<file path="src/rtl/ad7864_pkg.sv">
// Shared types and constants for the AD7864 read sequencer: FSM encoding,
// output word layout and the data-word packing helper.
package ad7864_pkg;
  typedef enum logic [2:0] {
    ST_IDLE,
    ST_WAIT_BUSY,
    ST_RD_LO,
    ST_RD_HI,
    ST_DONE
  } state_e;

  localparam int ADC_W    = 12;
  localparam int WORD_W   = 16;
  localparam int CH_MSB   = 15;
  localparam int CH_LSB   = 14;
  localparam int DATA_MSB = 11;

  // {ch[1:0], 2'b00, sample[11:0]}
  function automatic logic [WORD_W-1:0] pack_word(input logic [1:0] ch,
                                                  input logic [ADC_W-1:0] d);
    logic [WORD_W-1:0] w;
    w                  = '0;
    w[CH_MSB:CH_LSB]   = ch;
    w[DATA_MSB:0]      = d;
    return w;
  endfunction
endpackage

</file>
<file path="src/rtl/ad7864_rd_seq_if.sv">
// Push/pop bus between the read sequencer (master) and its output FIFO (slave).
interface ad7864_rd_seq_if;
  import ad7864_pkg::*;

  logic              push;
  logic [WORD_W-1:0] wdata;
  logic              pop;
  logic              valid;
  logic [WORD_W-1:0] rdata;
  logic              ovf_evt;

  modport master (output push, wdata, pop, input valid, rdata, ovf_evt);
  modport slave  (input push, wdata, pop, output valid, rdata, ovf_evt);
endinterface

</file>
<file path="src/rtl/ad7864_sfifo.sv">
// Show-ahead synchronous FIFO with registered valid/head outputs; head reads 0 when empty.
module ad7864_sfifo
  import ad7864_pkg::*;
#(
  parameter int FIFO_DEPTH = 8
) (
  input logic             clkin,
  input logic             rst_bar,
  ad7864_rd_seq_if.slave  bus
);
  localparam int AW = (FIFO_DEPTH > 1) ? $clog2(FIFO_DEPTH) : 1;
  localparam logic [AW:0] FULL = (AW+1)'(FIFO_DEPTH);

  logic [WORD_W-1:0] mem_q [FIFO_DEPTH];
  logic [AW-1:0]     wr_ptr_q, wr_ptr_d, rd_ptr_q, rd_ptr_d;
  logic [AW:0]       cnt_q, cnt_d;
  logic              valid_q;
  logic [WORD_W-1:0] rdata_q, rdata_d;
  logic              pop_acc, push_acc;

  function automatic logic [AW-1:0] inc(input logic [AW-1:0] p);
    return (p == AW'(FIFO_DEPTH-1)) ? '0 : p + 1'b1;
  endfunction

  always_comb begin
    pop_acc  = bus.pop && valid_q;
    // a pop on the same edge frees the slot, so a full FIFO still accepts the push
    push_acc = bus.push && ((cnt_q != FULL) || pop_acc);
    wr_ptr_d = push_acc ? inc(wr_ptr_q) : wr_ptr_q;
    rd_ptr_d = pop_acc  ? inc(rd_ptr_q) : rd_ptr_q;
    cnt_d    = cnt_q + {{AW{1'b0}}, push_acc} - {{AW{1'b0}}, pop_acc};
    if (cnt_d == '0)                            rdata_d = '0;
    else if (push_acc && (wr_ptr_q == rd_ptr_d)) rdata_d = bus.wdata;
    else                                        rdata_d = mem_q[rd_ptr_d];
  end

  always_ff @(posedge clkin) begin
    if (push_acc) mem_q[wr_ptr_q] <= bus.wdata;
  end

  always_ff @(posedge clkin or negedge rst_bar) begin
    if (!rst_bar) begin
      wr_ptr_q <= '0;
      rd_ptr_q <= '0;
      cnt_q    <= '0;
      valid_q  <= 1'b0;
      rdata_q  <= '0;
    end else begin
      wr_ptr_q <= wr_ptr_d;
      rd_ptr_q <= rd_ptr_d;
      cnt_q    <= cnt_d;
      valid_q  <= (cnt_d != '0);
      rdata_q  <= rdata_d;
    end
  end

  assign bus.valid   = valid_q;
  assign bus.rdata   = rdata_q;
  assign bus.ovf_evt = bus.push && !push_acc;
endmodule

</file>
<file path="src/rtl/ad7864_rd_seq.sv">
// AD7864 read sequencer: waits for BUSY low after a start pulse, strobes RD for
// NCH channels under one CS window and queues tagged samples for the DSP.
module ad7864_rd_seq
  import ad7864_pkg::*;
#(
  parameter int NCH        = 4,
  parameter int RD_LOW     = 2,
  parameter int RD_HIGH    = 1,
  parameter int FIFO_DEPTH = 8,
  parameter int BUSY_TO    = 255
) (
  input  logic              clkin,
  input  logic              rst_bar,
  input  logic              db_rdy,
  input  logic              ad_busy,
  input  logic [ADC_W-1:0]  ad_db,
  output logic              ad_cs_bar,
  output logic              ad_rd_bar,
  input  logic              dsp_rd,
  output logic              dsp_valid,
  output logic [WORD_W-1:0] dsp_data,
  output logic              ovf,
  output logic              seq_err,
  input  logic              flag_clr
);
  localparam int MAXC = (BUSY_TO > RD_LOW) ? ((BUSY_TO > RD_HIGH) ? BUSY_TO : RD_HIGH)
                                           : ((RD_LOW > RD_HIGH) ? RD_LOW : RD_HIGH);
  localparam int CW   = $clog2(MAXC + 1);

  state_e        state_q, state_d;
  logic [CW-1:0] cnt_q, cnt_d;
  logic [1:0]    ch_q, ch_d;
  logic          cs_bar_q, cs_bar_d, rd_bar_q, rd_bar_d;
  logic          ovf_q, seq_err_q;
  logic          push, to_evt, seq_evt;

  ad7864_rd_seq_if fifo_bus ();

  always_ff @(posedge clkin or negedge rst_bar) begin
    if (!rst_bar) begin
      state_q   <= ST_IDLE;
      cnt_q     <= '0;
      ch_q      <= '0;
      cs_bar_q  <= 1'b1;
      rd_bar_q  <= 1'b1;
      ovf_q     <= 1'b0;
      seq_err_q <= 1'b0;
    end else begin
      state_q   <= state_d;
      cnt_q     <= cnt_d;
      ch_q      <= ch_d;
      cs_bar_q  <= cs_bar_d;
      rd_bar_q  <= rd_bar_d;
      // a set event on the clearing edge wins
      ovf_q     <= fifo_bus.ovf_evt | (ovf_q & ~flag_clr);
      seq_err_q <= seq_evt | (seq_err_q & ~flag_clr);
    end
  end

  always_comb begin
    state_d = state_q;
    cnt_d   = cnt_q;
    ch_d    = ch_q;
    to_evt  = 1'b0;
    unique case (state_q)
      ST_IDLE: if (db_rdy) begin
        state_d = ST_WAIT_BUSY;
        cnt_d   = '0;
      end
      ST_WAIT_BUSY: begin
        if (!ad_busy) begin
          state_d = ST_RD_LO;
          ch_d    = '0;
          cnt_d   = '0;
        end else if (cnt_q == CW'(BUSY_TO-1)) begin
          state_d = ST_IDLE;
          to_evt  = 1'b1;
        end else begin
          cnt_d = cnt_q + 1'b1;
        end
      end
      ST_RD_LO: begin
        if (cnt_q == CW'(RD_LOW-1)) begin
          state_d = ST_RD_HI;
          cnt_d   = '0;
        end else begin
          cnt_d = cnt_q + 1'b1;
        end
      end
      ST_RD_HI: begin
        if (cnt_q == CW'(RD_HIGH-1)) begin
          cnt_d = '0;
          if (ch_q == 2'(NCH-1)) begin
            state_d = ST_DONE;
          end else begin
            state_d = ST_RD_LO;
            ch_d    = ch_q + 1'b1;
          end
        end else begin
          cnt_d = cnt_q + 1'b1;
        end
      end
      ST_DONE: state_d = ST_IDLE;
      default: state_d = ST_IDLE;
    endcase
  end

  // strobes are decoded from the next state so the pins come straight off flops
  always_comb begin
    push     = (state_q == ST_RD_LO) && (cnt_q == CW'(RD_LOW-1));
    cs_bar_d = !((state_d == ST_RD_LO) || (state_d == ST_RD_HI));
    rd_bar_d = (state_d != ST_RD_LO);
    seq_evt  = to_evt || (db_rdy && (state_q != ST_IDLE));
  end

  assign fifo_bus.push  = push;
  assign fifo_bus.wdata = pack_word(ch_q, ad_db);
  assign fifo_bus.pop   = dsp_rd;

  ad7864_sfifo #(.FIFO_DEPTH(FIFO_DEPTH)) u_fifo (
    .clkin   (clkin),
    .rst_bar (rst_bar),
    .bus     (fifo_bus)
  );

  assign ad_cs_bar = cs_bar_q;
  assign ad_rd_bar = rd_bar_q;
  assign dsp_valid = fifo_bus.valid;
  assign dsp_data  = fifo_bus.rdata;
  assign ovf       = ovf_q;
  assign seq_err   = seq_err_q;
endmodule

</file>
<file path="config.mk">
export PLATFORM = sky130hd
export DESIGN_NAME = ad7864_rd_seq
export DESIGN_NICKNAME = d
export VERILOG_FILES = /design/src/rtl/ad7864_pkg.sv /design/src/rtl/ad7864_rd_seq_if.sv /design/src/rtl/ad7864_sfifo.sv /design/src/rtl/ad7864_rd_seq.sv
export SDC_FILE = /design/constraint.sdc
export NUM_CORES = 1
export LEC_CHECK = 0
export BUFFER_PORTS_ARGS = -buffer_cell sky130_fd_sc_hd__clkbuf_2
export CORE_ASPECT_RATIO = 1.2
export CORE_MARGIN = 8
export CORE_UTILIZATION = 61
export DETAILED_ROUTE_END_ITERATION = 8
export HOLD_SLACK_MARGIN = 0.15
export MAX_ROUTING_LAYER = met4
export PLACE_DENSITY = 0.8
export SYNTH_ARGS = -nofsm -noshare
export SYNTH_HDL_FRONTEND = slang
export SYNTH_SLANG_ARGS = --single-unit
</file>
<file path="constraint.sdc">
create_clock -name clkin -period 3.73 [get_ports clkin]
set_clock_uncertainty 0.05 [all_clocks]
set_input_delay 0.746 -clock clkin [delete_from_list [all_inputs] [get_ports clkin]]
set_output_delay 0.746 -clock clkin [all_outputs]
set_load 0.1 [all_outputs]
</file>
* Yosys cells after proc, flatten, opt, wreduce, memory -nomap -nowiden *
Memory sizes are Yosys's and may differ from the RTL's.
Cells that the tools add are included.
W data, S select, Z words.

cells by class
  add/sub/neg operators = 6
  equality and inequality tests = 18
  multiplexer cells = 27
  bitwise operators = 5
  reductions and logical operators = 20

operator list
  cell                   count
  $mux W8                5
  $mux W16               2
  $pmux W8 S4            1
  $mux W3                9
  $eq A3 B2 Y1 const B   4
  $pmux W3 S4            1
  $add A8 B1 Y8 const B  1
  $eq A8 B1 Y1 const B   1
  $eq A8 B8 Y1 const B   1
  $logic_not A8 Y1       1
  $ne A2 B2 Y1 const B   4
  $reduce_bool A4 Y1     2
  $add A3 B1 Y3 const B  2
  $eq A3 B3 Y1 const B   2
  $logic_and A1 B1 Y1    6
  $mux W2                3
  $mux W1                5
  $add A4 B1 Y4          1
  $logic_not A4 Y1       1
  $ne A4 B4 Y1 const B   1
  $pmux W2 S2            1
  $reduce_and A4 Y1      1
  $sub A4 B1 Y4          1
  $eq A3 B1 Y1 const B   1
  14 further kinds       19

storage, ports and cells
  register bits after elaboration = 44
  bits in writable memories = 112
  input bits = 18
  output and inout port bits = 21
  word-level logic and storage cells = 89
  memories = 1

memories
  memory        depth  bits a word  rd ports  clocked after Yosys merged registers in  wr ports  RTL line            source
  u_fifo.mem_q  8      14           1         0                                        1         ad7864_sfifo.sv:14  logic [WORD_W-1:0] mem_q [FIFO_DEPTH];

* Longest topological paths before layout *
  depth after elaboration = 7
  depth in mapped cells = 12
  depth with buffers taken out = 10

* Hierarchy *
Synthesis repeated with hierarchy kept, for this count alone.

unflattened totals
  cell total of the unflattened synthesis = 539
  area, all modules = 7,671.1 um^2

by module, submodules not included
  module         times used  cells each  area each (um^2)  seq. area each (um^2)
  ad7864_sfifo   1           428         6,620.1           4,519.3
  ad7864_rd_seq  1           111         1,051.0           427.9

* Worst setup path before layout *
Ideal clock, no wire load.

  kind = flip-flop to flip-flop
  start = register u_fifo.valid_q, in the netlist u_fifo.bus.valid
  end = register u_fifo.rdata_q[10], in the netlist u_fifo.bus.rdata[10]
  setup time = 0.141 ns
  data arrival time = 3.440 ns
  required time = 3.539 ns
  slack = 0.100 ns
  stages on the path, launching flop included = 12
  buffers on the path = 2
  clock period less this slack = 3.630 ns
  cell sequence = dfrtp_1 > nand2_1 > nand4_1 > and4_1 > buf_6 > ha_1 > inv_1 > fa_1 > inv_1 > nor4_1 > buf_2 > a311oi_2

on the way
  cells in the longest elaborated chain, start to end = 7
  elaborated cells on any way between the ends = 12
  those cells by class = add/sub (2); eq/ne (1); mux (3); reduce/logical (5); memory (1)

ends and longest elaborated chain
  what                    RTL line            source
  start, declared         ad7864_sfifo.sv:17  logic valid_q;
  start signal, assigned  ad7864_sfifo.sv:52  valid_q <= (cnt_d != '0);
  $logic_and A1 B1 Y1     ad7864_sfifo.sv:26  pop_acc = bus.pop && valid_q;
  $logic_or A1 B1 Y1      ad7864_sfifo.sv:28  push_acc = bus.push && ((cnt_q != FULL) || pop_acc);
  $logic_and A1 B1 Y1     ad7864_sfifo.sv:28
  via u_fifo.push_acc     ad7864_sfifo.sv:19  logic pop_acc, push_acc;
  $add A4 B1 Y4           ad7864_sfifo.sv:31  cnt_d = cnt_q + {{AW{1'b0}}, push_acc} - {{AW{1'b0}}, pop_acc};
  $sub A4 B1 Y4           ad7864_sfifo.sv:31
  via u_fifo.cnt_d[1]     ad7864_sfifo.sv:16  logic [AW:0] cnt_q, cnt_d;
  $logic_not A4 Y1        ad7864_sfifo.sv:32  if (cnt_d == '0) rdata_d = '0;
  $mux W16                ad7864_sfifo.sv:32
  via u_fifo.rdata_d[10]  ad7864_sfifo.sv:18  logic [WORD_W-1:0] rdata_q, rdata_d;
  end signal, assigned    ad7864_sfifo.sv:53  rdata_q <= rdata_d;
  end, declared           ad7864_sfifo.sv:18

The timed path passes the listed nets, and every way through them passes these cells.
A chain may end at the register's enable or synchronous reset.

* Worst setup path after layout *
  start = register cnt_q[3]
  end = register u_fifo.rdata_q[1], in the netlist u_fifo.bus.rdata[1]

on the way
  cells in the longest elaborated chain, start to end = 7
  elaborated cells on any way between the ends = 9
  those cells by class = add/sub (2); eq/ne (1); mux (2); reduce/logical (4)

ends and longest elaborated chain
  what                    RTL line              source
  start, declared         ad7864_rd_seq.sv:31   logic [CW-1:0] cnt_q, cnt_d;
  start signal, assigned  ad7864_rd_seq.sv:50   cnt_q <= cnt_d;
  $eq A8 B1 Y1            ad7864_rd_seq.sv:110  push = (state_q == ST_RD_LO) && (cnt_q == CW'(RD_LOW-1));
  $logic_and A1 B1 Y1     ad7864_rd_seq.sv:110
  $logic_and A1 B1 Y1     ad7864_sfifo.sv:28
  $add A4 B1 Y4           ad7864_sfifo.sv:31
  $sub A4 B1 Y4           ad7864_sfifo.sv:31
  via u_fifo.cnt_d[2]     ad7864_sfifo.sv:16
  $logic_not A4 Y1        ad7864_sfifo.sv:32
  $mux W16                ad7864_sfifo.sv:32
  via u_fifo.rdata_d[1]   ad7864_sfifo.sv:18

The timed path passes the listed nets, and every way through them passes these cells.

==> metrics.md <==
| Metric | Value |
|---|---|
| Status | complete, no violations |
| Clock transition at path regs | about 60 ps |
| Antenna viol nets, final | 0 |
| Layout area overhead | 13.6% |
| PostCTS Resize Cnt | 0 |
| Drt first pass iters | 4 |
| Cell-internal power | approximately 0.0042 W |
| CTS Hold Bufs | 0 |
| Fmax | 317 MHz |
| DR vias/cell | about 6.3 |
| Nets@finish | approximately 560 |
| DR iter-0 viols | around 240 |
| Syn Area/Cell | about 15 um2 |
| Clock Latency Late Sink | between 400 and 500 ps |
| RD Place Congestion | roughly 0.85 |
| Final core occ | between 70 and 80% |
| Port buffer count | 36 |
| Commonest non-fill, non-tap cell in the layout | edfxtp_1 |
| RSZ-0062 raised after global routing | no |
| Filler cell count | ~760 |
| Yosys cell types | between 50 and 60 |
| Slew margin rel. | around 48% |
| Period utilization | between 80% and 90% |
| Post-DP Area | approximately 7600 um2 |
| Max clock buf depth | 2 |
| WL final | 15.5 mm |
| Die area | about 16000 um2 |
| Synth area leaders | edfxtp_1, dfrtp_1, mux4_2, mux2i_1, ha_1 |
| Drt wl/cell | between 20 and 25 um |
| Rows | 43 |
| #FFs+latches synth | about 150 |
| Crit path DAT | around 3400 ps |
| Logic pwr share | between 40% and 50% |
| Boundary Pins | 39 |
| Setup violators final | 0 |
| Clock power frac | 23.0% |
| Num CTS Buffers | 17 |
| Sw Pwr | between 0.002 and 0.003 W |
| GR Overflow Total | 0 |
| VDD IR max | around 500 uV |
| Synth Warn # | 0 |
| Antenna diode count | 0 |
| Max-cap violations | 0 |
| Post-CTS Setup Bufs | 0 |
| Dominant synthesized flop cell | edfxtp_1 |
| Period minus WS final | between 3000 and 4000 ps |
| Top cell type's share of synthesized area | a little under half |
| Vias in the first global route | 4630 |
| Die Ht | 135 um |
| Sequential Power Share | between 30% and 40% |
| Leading area contributor after synthesis | edfxtp_1 |
| Vias | between 4k and 5k |
| Leakage power | about 3.1 nW |
| Final-report max-slew violation count | 0 |
| Sw frac | between 30 and 40% |
| Sequential-to-total area share from yosys stat | approximately 62% |
| CTS tree | done |
| Pwr Total | between 0.006 and 0.007 W |
| Hpwl dp | 9.55 mm |
| Critical path class | flip-flop to flip-flop |
| H-tree levels | 4 |
| Core ar. | 11500 um2 |
| First-pass GRT wire length | ~25 mm |
| Mapped cell area | approximately 7200 um2 |
| Initial antenna violation count | 0 |
| Most frequent cells in the layout | edfxtp_1, mux2i_1, dfrtp_1 |
| Ys async rst share | a little over a quarter |
| Mapped Cells | roughly 480 |
| HP Class | input port to async pin |
| Slew @ Worst Pin | between 700 and 800 ps |
| PwrDens | ~840 nW/um2 |
| Die width | approximately 120 um |
| CP Launch Type | flip-flop |
| Global-route usage over all layers | about 22% |
| Initial core utilization | between 60% and 70% |
| CP Max Fanout | 15 |
| Largest net degree at the start of global routing | 32 |
| Final hold vios | 0 |
| CP Data Required Time | approximately 4000 ps |
| Post-route cell area | 8150 um2 |
| CTS sink cnt | 154 |
| CP endpoint kind | flip-flop |
| Clk root buf | clkbuf_16 |
| Setup TNS | 0 ps |
| Drt drc | 0 |
| Share of cells above drive strength 1 | between 20% and 30% |
| EDFF count, synth | ~110 |
flip-flops by register name, indices dropped and copies added, names as in the netlist:
register	flops
u_fifo.mem_q	112
u_fifo.bus.rdata	14
cnt_q	8
u_fifo.cnt_q	4
state_q	3
u_fifo.rd_ptr_q	3
u_fifo.wr_ptr_q	3
ch_q	2
ad_cs_bar	1
ad_rd_bar	1
ovf	1
seq_err	1
u_fifo.bus.valid	1
power by group through the flow:
stage | Sequential [W] | Clock, W | Combinational (W)
after CTS | 0.00223 | 0.00159 | 0.00307
after global routing | 0.00226 | 0.00166 | 0.00325
final | 0.00224 | 0.00158 | 0.00305
after global placement | 0.00225 | 0 | 0.00293
after floorplan | 0.00281 | 0 | 0.00184
after detailed placement | 0.00227 | 0 | 0.00305
cells in the mapped netlist (2+ instances only):
master and instances:
a211oi_1 13, a21o_1 2, a21oi_1 4, a311oi_1 4, a311oi_2 9, and2_1 14, and3_1 3, and4_1 2
buf_1 2, buf_2 11, buf_4 4, buf_6 3, clkbuf_1 8, dfrtp_1 40, dfstp_2 2, edfxtp_1 112
ha_1 14, inv_1 16, mux2_2 6, mux2i_1 40, mux4_2 30, nand2_1 26, nand2b_1 3, nand3_1 10
nand4_1 2, nor2_1 24, nor2b_1 6, nor3_1 2, nor3b_1 7, o21ai_0 13, o22ai_1 14, o31ai_1 6
xnor2_1 4
logic make-up after synthesis:
| logic type | synth area share [%] |
|---|---|
| fa+ha+maj | 2.72 |
| xor+xnor | 0.610 |
| other cells | 0.0522 |
| buf+inv | 3.07 |
| mux | 15.9 |
| compound gates | 8.05 |
| simple gates | 8.04 |
| flops | 61.5 |
metal layers:
layer,track usage (%),up-vias,part of all wire (%)
met1,24.4,2226,37
met3,5.45,32,6.9
met2,37.6,167,54
met4,9.14,0,2.1
li1,-,1949,-
met5,-,-,0
stage by stage:
stage,hold WS (ps),setup slack (ps),std cells
5_1_grt,373,370,694
3_3_place_gp,449,670,662
4_1_cts,345,531,694
2_1_floorplan,400,99.6,478
3_5_place_dp,456,574,662
6_report,329,574,694
final cells by class:
| class | count | area (um2) | share of cell area [%] |
|---|---|---|---|
| timing repair buffer | 55 | 335 | 4.11 |
| inverter | 17 | 63.8 | 0.783 |
| clock inverter | 12 | 100 | 1.23 |
| tap | 157 | 196 | 2.41 |
| sequential | 154 | 4420 | 54.2 |
| clock buffer | 20 | 447 | 5.48 |
| multi-input combinational | 279 | 2590 | 31.8 |
critical path, cell delays in order (launching register included):
cell and delay, ps:
dfrtp_1 440, or4_4 580, nor3_4 200, and4_1 250, ha_1 170, inv_1 60
fa_1 410, xnor2_1 270, nor4_2 80, buf_4 230, a311oi_1 290
final timing paths:
| kind | start | to | slack (ps) | depth (start not counted) |
|---|---|---|---|---|
| worst min-delay path | rst_bar | u_fifo.bus.rdata[2] | 330 | 1 |
| worst max register to register | cnt_q[3] | u_fifo.bus.rdata[1] | 570 | 10 |
| max in group asynchronous | rst_bar | ad_cs_bar | 2490 | 2 |
| min in group clkin | cnt_q[7] | cnt_q[7] | 470 | 1 |
| worst min register to register | cnt_q[7] | cnt_q[7] | 470 | 1 |
| worst max-delay path | cnt_q[3] | u_fifo.bus.rdata[1] | 570 | 10 |
(Power assumes the default switching activity.)
